===== config.mk =====
export PLATFORM = sky130hd
export DESIGN_NAME = ccc_cfg_seq
export DESIGN_NICKNAME = d
export VERILOG_FILES = /design/src/rtl/ccc_cfg_seq.sv
export SDC_FILE = /design/constraint.sdc
export NUM_CORES = 1
export LEC_CHECK = 0
export ABC_AREA = 0
export BUFFER_PORTS_ARGS = -buffer_cell sky130_fd_sc_hd__buf_4
export CAP_MARGIN = 0
export CORE_ASPECT_RATIO = 1.25
export CORE_MARGIN = 1
export CORE_UTILIZATION = 25
export CTS_CLUSTER_DIAMETER = 60
export DETAILED_ROUTE_END_ITERATION = 8
export GPL_ROUTABILITY_DRIVEN = 0
export GPL_TIMING_DRIVEN = 0
export RECOVER_POWER = 50
export SYNTH_ARGS = -nofsm -noshare
export SYNTH_HDL_FRONTEND = slang
export SYNTH_SLANG_ARGS = --single-unit

===== constraint.sdc =====
create_clock -name FAB_CLK -period 5.4 [get_ports FAB_CLK]
set_clock_uncertainty 0.2 [all_clocks]
set_input_delay 0.27 -clock FAB_CLK [delete_from_list [all_inputs] [get_ports FAB_CLK]]
set_output_delay 0.27 -clock FAB_CLK [all_outputs]
set_load 0.01 [all_outputs]

===== src/rtl/ccc_cfg_seq.sv =====
// ccc_cfg_seq: CCC divider/bypass reconfiguration sequencer with lock filtering, timeout and lock-loss recovery
module ccc_cfg_seq #(
  parameter int HOLD_CYC     = 8,
  parameter int LOCK_FILT    = 16,
  parameter int LOCK_TIMEOUT = 4096
) (
  input  logic       FAB_CLK,
  input  logic       M2F_RESET_N,
  input  logic       CFG_REQ,
  input  logic [4:0] CFG_OBDIV,
  input  logic [4:0] CFG_OCDIV,
  input  logic       CFG_BYPASSB,
  input  logic       CFG_BYPASSC,
  input  logic       CCC_LOCK,
  output logic       CFG_ACK,
  output logic [4:0] OBDIV,
  output logic [4:0] OCDIV,
  output logic       BYPASSB,
  output logic       BYPASSC,
  output logic       CLKRST_N,
  output logic       BUSY,
  output logic       DONE,
  output logic       ERR
);
  typedef enum logic [2:0] {IDLE, HOLD, APPLY, WAIT_LOCK, RELEASE} state_t;
  localparam logic [7:0]  HOLD_LAST = 8'(HOLD_CYC - 1);
  localparam logic [7:0]  FILT_LAST = 8'(LOCK_FILT - 1);
  localparam logic [15:0] TO_LAST   = 16'(LOCK_TIMEOUT - 1);
  state_t      state;
  logic [1:0]  sync;
  logic        slock, low_prev, lock_watch;
  logic [7:0]  hold_cnt, filt_cnt;
  logic [15:0] to_cnt;
  logic [4:0]  snap_obdiv, snap_ocdiv;
  logic        snap_bypassb, snap_bypassc;
  assign slock = sync[1];
  // lock only matters once the derived domains are running on a non-bypassed output
  assign lock_watch = state == IDLE && CLKRST_N && !(BYPASSB && BYPASSC) && !slock;
  always_ff @(posedge FAB_CLK or negedge M2F_RESET_N) begin
    if (!M2F_RESET_N) begin
      state        <= HOLD;
      sync         <= 2'b00;
      low_prev     <= 1'b0;
      hold_cnt     <= 8'd0;
      filt_cnt     <= 8'd0;
      to_cnt       <= 16'd0;
      snap_obdiv   <= 5'b00011;
      snap_ocdiv   <= 5'b00011;
      snap_bypassb <= 1'b1;
      snap_bypassc <= 1'b1;
      OBDIV        <= 5'b00011;
      OCDIV        <= 5'b00011;
      BYPASSB      <= 1'b1;
      BYPASSC      <= 1'b1;
      CLKRST_N     <= 1'b0;
      CFG_ACK      <= 1'b0;
      BUSY         <= 1'b1;
      DONE         <= 1'b0;
      ERR          <= 1'b0;
    end else begin
      sync     <= {sync[0], CCC_LOCK};
      CFG_ACK  <= 1'b0;
      DONE     <= 1'b0;
      low_prev <= 1'b0;
      case (state)
        IDLE: begin
          if (CFG_REQ) begin
            snap_obdiv   <= CFG_OBDIV;
            snap_ocdiv   <= CFG_OCDIV;
            snap_bypassb <= CFG_BYPASSB;
            snap_bypassc <= CFG_BYPASSC;
            CFG_ACK      <= 1'b1;
            BUSY         <= 1'b1;
            CLKRST_N     <= 1'b0;
            hold_cnt     <= 8'd0;
            state        <= HOLD;
          end else if (lock_watch && low_prev) begin
            ERR      <= 1'b1;
            CLKRST_N <= 1'b0;
            BUSY     <= 1'b1;
            filt_cnt <= 8'd0;
            to_cnt   <= 16'd0;
            state    <= WAIT_LOCK;
          end else begin
            low_prev <= lock_watch;
          end
        end
        HOLD: begin
          if (hold_cnt == HOLD_LAST) state <= APPLY;
          else hold_cnt <= hold_cnt + {7'd0, hold_cnt != 8'hff};
        end
        APPLY: begin
          OBDIV    <= snap_obdiv;
          OCDIV    <= snap_ocdiv;
          BYPASSB  <= snap_bypassb;
          BYPASSC  <= snap_bypassc;
          filt_cnt <= 8'd0;
          to_cnt   <= 16'd0;
          state    <= (snap_bypassb && snap_bypassc) ? RELEASE : WAIT_LOCK;
        end
        WAIT_LOCK: begin
          filt_cnt <= slock ? filt_cnt + {7'd0, filt_cnt != 8'hff} : 8'd0;
          to_cnt   <= to_cnt + {15'd0, to_cnt != 16'hffff};
          if (slock && filt_cnt == FILT_LAST) begin
            state <= RELEASE;
          end else if (to_cnt == TO_LAST) begin
            ERR   <= 1'b1;
            BUSY  <= 1'b0;
            state <= IDLE;
          end
        end
        RELEASE: begin
          CLKRST_N <= 1'b1;
          DONE     <= 1'b1;
          ERR      <= 1'b0;
          BUSY     <= 1'b0;
          state    <= IDLE;
        end
        default: state <= IDLE;
      endcase
    end
  end
endmodule

==> metrics.md, run 1 <==
| Metric | Value |
|---|---|
| Run status | finished clean |
| Net Count, Synth | 350 |
| Worst Tran Pin Value | 0.862 ns |
| CTS tree | yes |
| Clock Tree Buf Depth | 2 |
| Top cells by area, synth | dfrtp_1, dfstp_2, nand2_1 |
| Leak | 1.84 nW |
| Critical Path Source Type | flip-flop |
| Post-DP HPWL | 5140 µm |
| Initial antenna violation count | 0 |
| Total of max-cap violations | 0 |
| Worst Path Arrival | 2.73 ns |
| Critical Path RT | 5.42 ns |
| Die Width | 105 µm |
| Vias in the first global route | 2824 |
| Met2 GRT Util | 20.8% |
| Die area | 0.0138 mm² |
| Gr usage total | 11.9% |
| Cell Area, Synth | 0.00334 mm² |
| CP endpoint kind | flip-flop |
| Routed Antenna Nets | 0 |
| # rows | 46 |
| Post-synth EDFFs | 0 |
| ANT cells | 0 |
| Hold WC Path Type | flip-flop to flip-flop |
| Share of the synthesized area in the top cell type | 39.7% |
| Final Hold Fails | 0 |
| Clock latency on the worst-skew pair | 0.33 ns |
| Critical Path, Cell by Cell | and3_1 -> buf_2 -> nand4_1 -> or2_2 -> ha_1 -> and4_1 -> clkbuf_1 -> nand2_1 -> o211a_1 -> a211o_1 |
| Top Usage Layer GRT | met2 |
| Synth-to-layout area growth | 26.1% |
| Crit-path slowest cell | dfrtp_1 |
| Root Driver | clkbuf_16 |
| Clock slew at reported path FFs | 0.05 ns |
| DRC | 0 |
| Die Ht | 131 µm |
| TNS Setup | 0 ns |
| First-pass GRT wire length | 13400 µm |
| Crit Path Max Fanout | 7 |
| Worst VDD drop | 0.000261 V |
| Post-CTS sizing | 0 |
| WL final | 7520 µm |
| DRT iter0 DRCs | 190 |
| Largest net degree at the start of global routing | 68 |
| Port Buffer Count | 32 |
| Gr ovfl total | 0 |
| Synth cell types | 56 |
| Via count | 2617 |
| Period utilization | 50.3% |
| PwrDens | 497 mW/mm² |
| Count of final setup violators | 0 |
| RSZ-0062 raised after global routing | false |
| Sequential area share after synthesis | 50.7% |
| Nets | 408 |
| Fillers | 1320 |
| Crit Path Class | flip-flop to flip-flop |
| Met3 usage | 2.28% |
| Asr flop ratio synth | 100% |
| Post-synthesis register bit count | 67 |
| Synth Area per Inst | 10.2 µm² |
| Drt first pass iters | 4 |
| Share of cells above drive strength 1 | 20.7% |
| Max stage delay on crit path | 0.43 ns |
| Worst relative slew slack | 42.5% |
| Clock sink count | 67 |
| Cts bufs inserted | 9 |
| Synth Instances | 328 |
| Final Max Tran Viols | 0 |
| Yosys top cell by area | dfrtp_1 |
| Met1 Use GR | 13.9% |
| Core Box Area | 0.0128 mm² |
| Routed WL per cell | 13.4 µm |
| Highest Clock Rate | 368 MHz |
| Tmin final | 2.72 ns |
| Hold Slack | 0.157 ns |
| CTS HTree Levels | 3 |
| Starting density of the core | 26.0% |
| I/O pin cnt | 33 |
| Synth Warn # | 0 |
| Vias per cell | 4.68 |
| Most used DFF post-synth | dfrtp_1 |
[critical path: cells and delay by family, from the launching register on]
family                     cells  cell delay (ns)
adders and majority gates      1             0.20
buffers and inverters          2             0.44
DFF                            1             0.43
and+or+nand+nor                5             0.86
AOI/OAI and AO/OA              2             0.47
[logic make-up (layout without fill, tap and decap cells)]
kind of cell / Yosys count / count (layout) / share of synthesized area [%]
DFF: 67 / 67 / 50.7
and+or+nand+nor: 135 / 135 / 21.1
AOI/OAI and AO/OA: 72 / 72 / 14.3
xor gates and xnor gates: 4 / 4 / 1.05
muxes: 18 / 18 / 5.88
adders and majority gates: 6 / 6 / 2.25
buffers and inverters: 26 / 89 / 4.72
[registers in the layout (all words and copies together), names as in the netlist, 2 cells and up]
name        flops
OBDIV           5
OCDIV           5
filt_cnt        8
hold_cnt        8
snap_obdiv      5
snap_ocdiv      5
state           3
sync            2
to_cnt         16
[through the flow]
stage / util [%] / instance area [µm²] / std cells / power [W] / setup slack (ns)
detailed placement: 29.5 / 3790 / 528 / 0.00153 / 2.72
global route: 32.8 / 4210 / 559 / 0.00225 / 2.49
global placement: 29.5 / 3790 / 528 / 0.00151 / 2.77
finish: 32.8 / 4210 / 559 / 0.00209 / 2.68
floorplan: - / 3340 / 328 / 0.00128 / 3.01
CTS: 33.2 / 4260 / 559 / 0.00216 / 2.70
[path summary, 6_finish.rpt]
kind / start / to / slack (ns) / cells past startpoint
max: to_cnt[7] / to_cnt[14] / 2.68 / 10
min: sync[0] / sync[1] / 0.16 / 0
max reg2reg: to_cnt[7] / to_cnt[14] / 2.68 / 10
min reg2reg: sync[0] / sync[1] / 0.16 / 0
max in group asynchronous: M2F_RESET_N / snap_obdiv[2] / 4.03 / 2
min in group asynchronous: M2F_RESET_N / filt_cnt[5] / 0.40 / 2
[cell usage in the layout, fill, tap and decap left out, drive strengths merged, types with 12 or more instances in the layout]
cell type	count
dlygate4sd3	15
dfrtp	53
dfstp	14
nand4	14
o21ai	27
buf	32
mux2	13
a21oi	14
clkbuf	31
nand2	53
nor2	14
nand3	12
[synth_stat cells, drive strengths merged (3+ instances only)]
library cell	n
dfstp	14
mux2	13
nor2b	5
o21ai	27
inv	7
clkbuf	4
mux2i	5
o31ai	3
a21oi	14
nor2	14
nand4	14
buf	14
nand2	53
and4	5
dfrtp	53
nand3	12
and3	7
and2	5
a22o	3
or3	3
nor4	4
ha	6
a31oi	9
[routing by layer]
metal	vias up	share of wire, %
met5	-	0
met4	0	2.1
met3	14	3.6
met2	42	50
met1	1259	44
li1	1302	-
[what timing repair did]
action / 4_1_cts / 5_1_grt
setup buffers: 0 / 0
endpoints found under the hold margin: 67 / 0
hold buffers: 15 / 0
[layout make-up]
| cell class | instances | area (µm²) | share of cell area [%] |
|---|---|---|---|
| Buffer | 18 | 114 | 2.70 |
| Inverter | 8 | 42.5 | 1.01 |
| Multi-Input combinational cell | 235 | 1490 | 35.3 |
| Timing Repair Buffer | 47 | 345 | 8.20 |
| Clock inverter | 3 | 15.0 | 0.356 |
| Sequential cell | 67 | 1690 | 40.2 |
| Tap cell | 168 | 210 | 4.99 |
| Clock buffer | 13 | 303 | 7.19 |
[power breakdown]
part | internal [W] | leakage (nW) | total [W] | switching [W]
clock | 0.000389 | 0.162 | 0.000603 | 0.000214
combinational | 0.000301 | 0.830 | 0.000682 | 0.000382
sequential | 0.000685 | 0.847 | 0.000809 | 0.000123
Power figures use the tool's default switching activity.
==> run 2, diff against run 1 <==
==> constraint.sdc (replaced) <==
create_clock -name FAB_CLK -period 2.25 [get_ports FAB_CLK]
set_clock_uncertainty 0.2 [all_clocks]
set_input_delay 0.1125 -clock FAB_CLK [delete_from_list [all_inputs] [get_ports FAB_CLK]]
set_output_delay 0.1125 -clock FAB_CLK [all_outputs]
set_load 0.01 [all_outputs]
==> run 2 against run 1 <==
  * Power grew 140%
  * Global-route usage grew 0.69 points
  * Maximum frequency up 21%
  * Core utilization increased by 0.87 points
  * Sequential share of layout area decreased by 0.95 points
  * Design area is 2.6% higher
  * Routed wire length grew 9.2%
  * Via count rose by 7.7%
  * Highest routed layer unchanged
==> metrics.md, run 2 (synthesis gave the netlist of run 1 again) <==
| Metric | Value |
|---|---|
| Critical Path Source Type | flip-flop |
| DRC | 0 (unchanged) |
| Cts bufs inserted | 9 (unchanged) |
| Worst path top cell family by delay | simple AND/OR/NAND/NOR gates |
| Clock slew at reported path FFs | 0.05 ns (about the same) |
| Die Width | 105 µm (unchanged) |
| Port Buffer Count | 32 (unchanged) |
| Max reg flops | 16 (unchanged) |
| Critical Path, Cell by Cell | and4_4 -> nand4_1 -> or2_4 -> ha_4 -> and4_1 -> buf_6 -> buf_4 -> a21oi_2 -> o21ai_1 -> o21ai_1 |
| Clock Tree Buf Depth | 2 (unchanged) |
| Largest net degree at the start of global routing | 68 (unchanged) |
| CTS HTree Levels | 3 (unchanged) |
| RSZ-0062 raised after global routing | true |
| # rows | 46 (unchanged) |
| Share of cells above drive strength 1 | 25.9% (+5.2 points) |
| Total power | 0.00498 W (+140%) |
| I/O pin cnt | 33 (unchanged) |
| Clock latency on the worst-skew pair | 0.33 ns (about the same) |
| Total of max-cap violations | 0 (unchanged) |
| Drt first pass iters | 4 (unchanged) |
| First-pass GRT wire length | 13900 µm (+4.2%) |
| Biggest register | to_cnt |
| Gr usage total | 12.6% (+0.69 points) |
| Fillers | 1315 (-0.38%) |
| Area occupied by multi-input gates | 0.00154 mm² (+3.3%) |
| CTS tree | yes |
| Crit Path Class | flip-flop to flip-flop |
| CP most frequent cell | o21ai_1 |
| Count of final setup violators | 0 (unchanged) |
| Period utilization | 99.7% (+49 points) |
| Final worst slack | 0.00603 ns (-2.68 ns) |
| Vias in the first global route | 2908 (+3.0%) |
| Via count | 2818 (+7.7%) |
| Most frequent cells in the layout | nand2_1, dfrtp_1, buf_4 |
| Place WS | -0.218 ns (-2.93 ns) |
| Synth-to-layout area growth | 29.4% |
| Most common cell after layout, fill and taps aside | nand2_1 |
| Run status | finished clean |
| CP endpoint kind | flip-flop |
| PwrDens | 1150 mW/mm² (+130%) |
| Clock sink count | 67 (unchanged) |
| Crit Path Max Fanout | 6 (-1) |
| Core Box Area | 0.0128 mm² (unchanged) |
| Final Hold Fails | 0 (unchanged) |
| DRT iter0 DRCs | 134 (-29%) |
| Highest Clock Rate | 446 MHz (+21%) |
| Worst Tran Pin Value | 0.881 ns (+0.0188 ns) |
| Critical Path RT | 2.30 ns (-3.12 ns) |
| Initial antenna violation count | 0 (unchanged) |
| Gr ovfl total | 0 (unchanged) |
| Final Max Tran Viols | 0 (unchanged) |
| Worst Path Arrival | 2.29 ns (-0.44 ns) |
| Tmin final | 2.24 ns (-0.472 ns) |
| Die Ht | 131 µm (unchanged) |
| Leak | 1.88 nW (+2.2%) |
| Critical path buffer and inverter count | 2 (unchanged) |
| Vias per cell | 4.92 (+5.0%) |
| Starting density of the core | 26.0% (unchanged) |
| Root Driver | clkbuf_16 |
| Routed WL per cell | 14.3 µm (+6.5%) |
| ANT cells | 0 (unchanged) |
| Hold WC Path Type | flip-flop to flip-flop |
| Worst VDD drop | 0.000540 V (+110%) |
| Nets | 422 (+3.4%) |
| Routed Antenna Nets | 0 (unchanged) |
| Register Area | 0.00170 mm² (+0.22%) |
| Regs by FF count | to_cnt: 16 flops, filt_cnt: 8 flops, hold_cnt: 8 flops |
| WL final | 8210 µm (+9.2%) |
| Crit-path slowest cell | dfrtp_2 |
| Worst relative slew slack | 41.3% (-1.3 points) |
| Max stage delay on crit path | 0.40 ns (-0.03 ns) |
| Post-DP HPWL | 5350 µm (+4.1%) |
| Die area | 0.0138 mm² (unchanged) |
-- run 2: per-layer routing --
metal / wire length (µm) / global-route usage, %
met4: 54 / 5.87
met3: 241 / 3.27
met5: 0 / 0
met2: 4350 / 21.3
met1: 3570 / 14.8
-- run 2: worst paths after layout --
kind	startpoint	to	slack, ns	depth (start not counted)
setup / recovery	to_cnt[2]	to_cnt[7]	0.006	10
hold / removal	sync[0]	sync[1]	0.15	0
setup reg to reg	to_cnt[2]	to_cnt[7]	0.006	10
hold reg to reg	sync[0]	sync[1]	0.15	0
max in group asynchronous	M2F_RESET_N	to_cnt[0]	0.96	2
min in group asynchronous	M2F_RESET_N	filt_cnt[1]	0.25	2
-- run 2: power breakdown --
part | internal, W | total (W) | switching, W
sequential | 0.00165 | 0.00194 | 0.000291
combinational | 0.000804 | 0.00180 | 0.000992
clock | 0.000743 | 0.00124 | 0.000499
total | 0.00320 | 0.00498 | 0.00178
-- run 2: cell type report --
class                           count  share of cell area (%)
Multi-Input combinational cell    235                    35.6
Tap cell                          168                    4.86
Timing Repair Buffer               64                    10.9
Clock buffer                       13                    5.56
Sequential cell                    67                    39.3
Clock inverter                      3                   0.405
Buffer                             15                    2.43
Inverter                            8                   0.984
-- run 2: through the flow --
stage	area [µm²]	instances	utilization (%)	hold slack (ns)	setup TNS, ns
after detailed placement	3810	528	29.7	0.0277	-1.56
after global routing	4320	573	33.7	0.155	-0.299
final	4320	573	33.7	0.146	0
after global placement	3810	528	29.7	0.0306	-1.16
after CTS	4320	567	33.6	0.150	0
after floorplan	3360	328	-	-0.383	-0.00972
-- run 2: worst reg2reg max path, delay by kind of cell (launching register included) --
family | cells | cell delay [ns]
AND/OR/NAND/NOR | 4 | 0.85
flip-flops | 1 | 0.40
buffers and inverters | 2 | 0.27
AO/OA/AOI/OAI | 3 | 0.27
adder cells (fa/ha/maj) | 1 | 0.18
-- run 2: repair_timing --
item	4_1_cts	5_1_grt
buffers inserted	9	8
pin swaps	2	10
setup endpoints to repair	11	11
resized for setup	10	12
hold buffers	15	0
endpoints found under the hold margin	67	0
==> run 3, diff against run 2 <==
--- a/config.mk
+++ b/config.mk
@@ -16,6 +16,7 @@
 export GPL_ROUTABILITY_DRIVEN = 0
 export GPL_TIMING_DRIVEN = 0
 export RECOVER_POWER = 50
+export SETUP_SLACK_MARGIN = 0.2
 export SYNTH_ARGS = -nofsm -noshare
 export SYNTH_HDL_FRONTEND = slang
 export SYNTH_SLANG_ARGS = --single-unit
==> run 3 against run 2 <==
  * Maximum frequency about the same
  * Worst hold slack better by 0.0043 ns
  * Clock power increased by 23%
  * Routed wire length fell by 1.3%
  * Final cell count up 0.70%
  * Largest cell class unchanged
  * Largest power group unchanged
==> metrics.md, run 3 (synthesis gave the netlist of run 1 again) <==
| Metric | Value |
|---|---|
| Run status | finished clean |
| Cts bufs inserted | 9 (unchanged) |
| Die Width | 105 µm (unchanged) |
| Worst Tran Pin Value | 0.853 ns (-0.0274 ns) |
| Worst VDD drop | 0.000563 V (+4.4%) |
| Routed Antenna Nets | 0 (unchanged) |
| CTS HTree Levels | 3 (unchanged) |
| Root Driver | clkbuf_16 |
| Gr ovfl total | 0 (unchanged) |
| Vias in the first global route | 2765 (-4.9%) |
| CP endpoint kind | flip-flop |
| Crit Path Max Fanout | 6 (unchanged) |
| Critical Path Source Type | flip-flop |
| Clock latency on the worst-skew pair | 0.33 ns (about the same) |
| Starting density of the core | 26.0% (unchanged) |
| Via count | 2798 (-0.71%) |
| Hold WC Path Type | flip-flop to flip-flop |
| Period utilization | 99.6% (about the same) |
| Share of cells above drive strength 1 | 29.1% (+3.2 points) |
| # rows | 46 (unchanged) |
| Critical Path RT | 2.29 ns (about the same) |
| Core Box Area | 0.0128 mm² (unchanged) |
| Final instance count without filler cells | 577 (+0.70%) |
| Total of max-cap violations | 0 (unchanged) |
| Max reg flops | 16 (unchanged) |
| Hold Slack | 0.151 ns (+0.00434 ns) |
| Worst Path Arrival | 2.28 ns (about the same) |
| RSZ-0062 raised after global routing | true |
| Biggest register | to_cnt |
| Regs by FF count | to_cnt: 16 flops, filt_cnt: 8 flops, hold_cnt: 8 flops |
| Port Buffer Count | 32 (unchanged) |
| ANT cells | 0 (unchanged) |
| Most frequent cells in the layout | nand2_1, dfrtp_1, buf_4 |
| Die Ht | 131 µm (unchanged) |
| Gr usage total | 12.2% (-0.41 points) |
| Worst relative slew slack | 43.1% (+1.8 points) |
| Count of final setup violators | 0 (unchanged) |
| DRT iter0 DRCs | 210 (+57%) |
| Routed WL per cell | 14.0 µm (-2.0%) |
| First-pass GRT wire length | 13500 µm (-3.2%) |
| Inst Count DP | 528 (unchanged) |
| Drt first pass iters | 7 (+3) |
| Final Hold Fails | 0 (unchanged) |
| Final Max Tran Viols | 0 (unchanged) |
| PwrDens | 1190 mW/mm² (+3.5%) |
| Post-DP HPWL | 5200 µm (-2.8%) |
| Largest net degree at the start of global routing | 68 (unchanged) |
| Die area | 0.0138 mm² (unchanged) |
| TNS Setup | 0 ns (unchanged) |
| Crit Path Class | flip-flop to flip-flop |
| Clock sink count | 67 (unchanged) |
| Most common cell after layout, fill and taps aside | nand2_1 |
| CTS tree | yes |
| Leak | 1.96 nW (+4.4%) |
| Initial antenna violation count | 0 (unchanged) |
| Synth-to-layout area growth | 34.3% |
| Clock slew at reported path FFs | 0.06 ns (about the same) |
| Vias per cell | 4.85 (-1.4%) |
| Tmin final | 2.24 ns (-0.00205 ns) |
| Nets | 426 (+0.95%) |
| Clock Tree Buf Depth | 2 (unchanged) |
| DRC | 0 (unchanged) |
| Highest Clock Rate | 446 MHz (about the same) |
| I/O pin cnt | 33 (unchanged) |
| WL final | 8100 µm (-1.3%) |
-- run 3: power breakdown --
group | internal, W | switching, W
registers | 0.00165 | 0.000279
logic | 0.000852 | 0.00104
clock network | 0.00103 | 0.000493
total | 0.00354 | 0.00181
-- run 3: stage by stage --
step	area, µm²	util, %	worst slack, ns	total power, W
floorplan	3370	-	0.0274	0.00309
global placement	3820	29.8	-0.136	0.00365
detailed placement	3820	29.8	-0.162	0.00370
CTS	4440	34.6	0.0396	0.00537
global route	4490	34.9	-0.0592	0.00568
finish	4490	34.9	0.00808	0.00535
-- run 3: timing repair --
action	in CTS	in global routing
cloned	0	0
hold endpoints to repair	68	0
setup endpoints to repair	12	34
setup buffers	14	4
pin swaps	8	11
hold buffers	15	0
resized for setup	13	27
-- run 3: critical path, stage by stage, from the launching register on --
cell	delay, ns
dfrtp_1	0.33
buf_6	0.10
and4_4	0.20
nand4_1	0.11
or2_4	0.30
ha_4	0.18
and4_4	0.15
buf_8	0.13
buf_4	0.14
a31oi_4	0.12
o21ai_1	0.10
o21ai_0	0.09
-- run 3: per-layer routing --
layer | up-vias | track usage, % | wire length (µm)
met5 | - | 0 | 0
met4 | 0 | 5.40 | 126
met3 | 11 | 2.98 | 293
met2 | 57 | 20.3 | 4100
met1 | 1384 | 14.8 | 3580
li1 | 1346 | - | -
-- run 3: cell type report --
type / instances / area [µm²]
fillers: 1284 / 8350
plain buffers: 18 / 146
clock buffers: 14 / 264
clock inverters: 2 / 60.1
flip-flops and latches: 67 / 1700
inverters: 8 / 42.5
multi-input cells: 235 / 1590
repair buffers: 65 / 473
well taps: 168 / 210
-- run 3: worst paths after layout --
| path | startpoint | endpoint | slack, ns | depth (start not counted) |
|---|---|---|---|---|
| max | to_cnt[1] | to_cnt[8] | 0.008 | 11 |
| min | sync[0] | sync[1] | 0.15 | 0 |
| max reg2reg | to_cnt[1] | to_cnt[8] | 0.008 | 11 |
| min reg2reg | sync[0] | sync[1] | 0.15 | 0 |
| max in group asynchronous | M2F_RESET_N | to_cnt[4] | 0.97 | 2 |
| min in group asynchronous | M2F_RESET_N | filt_cnt[5] | 0.25 | 2 |
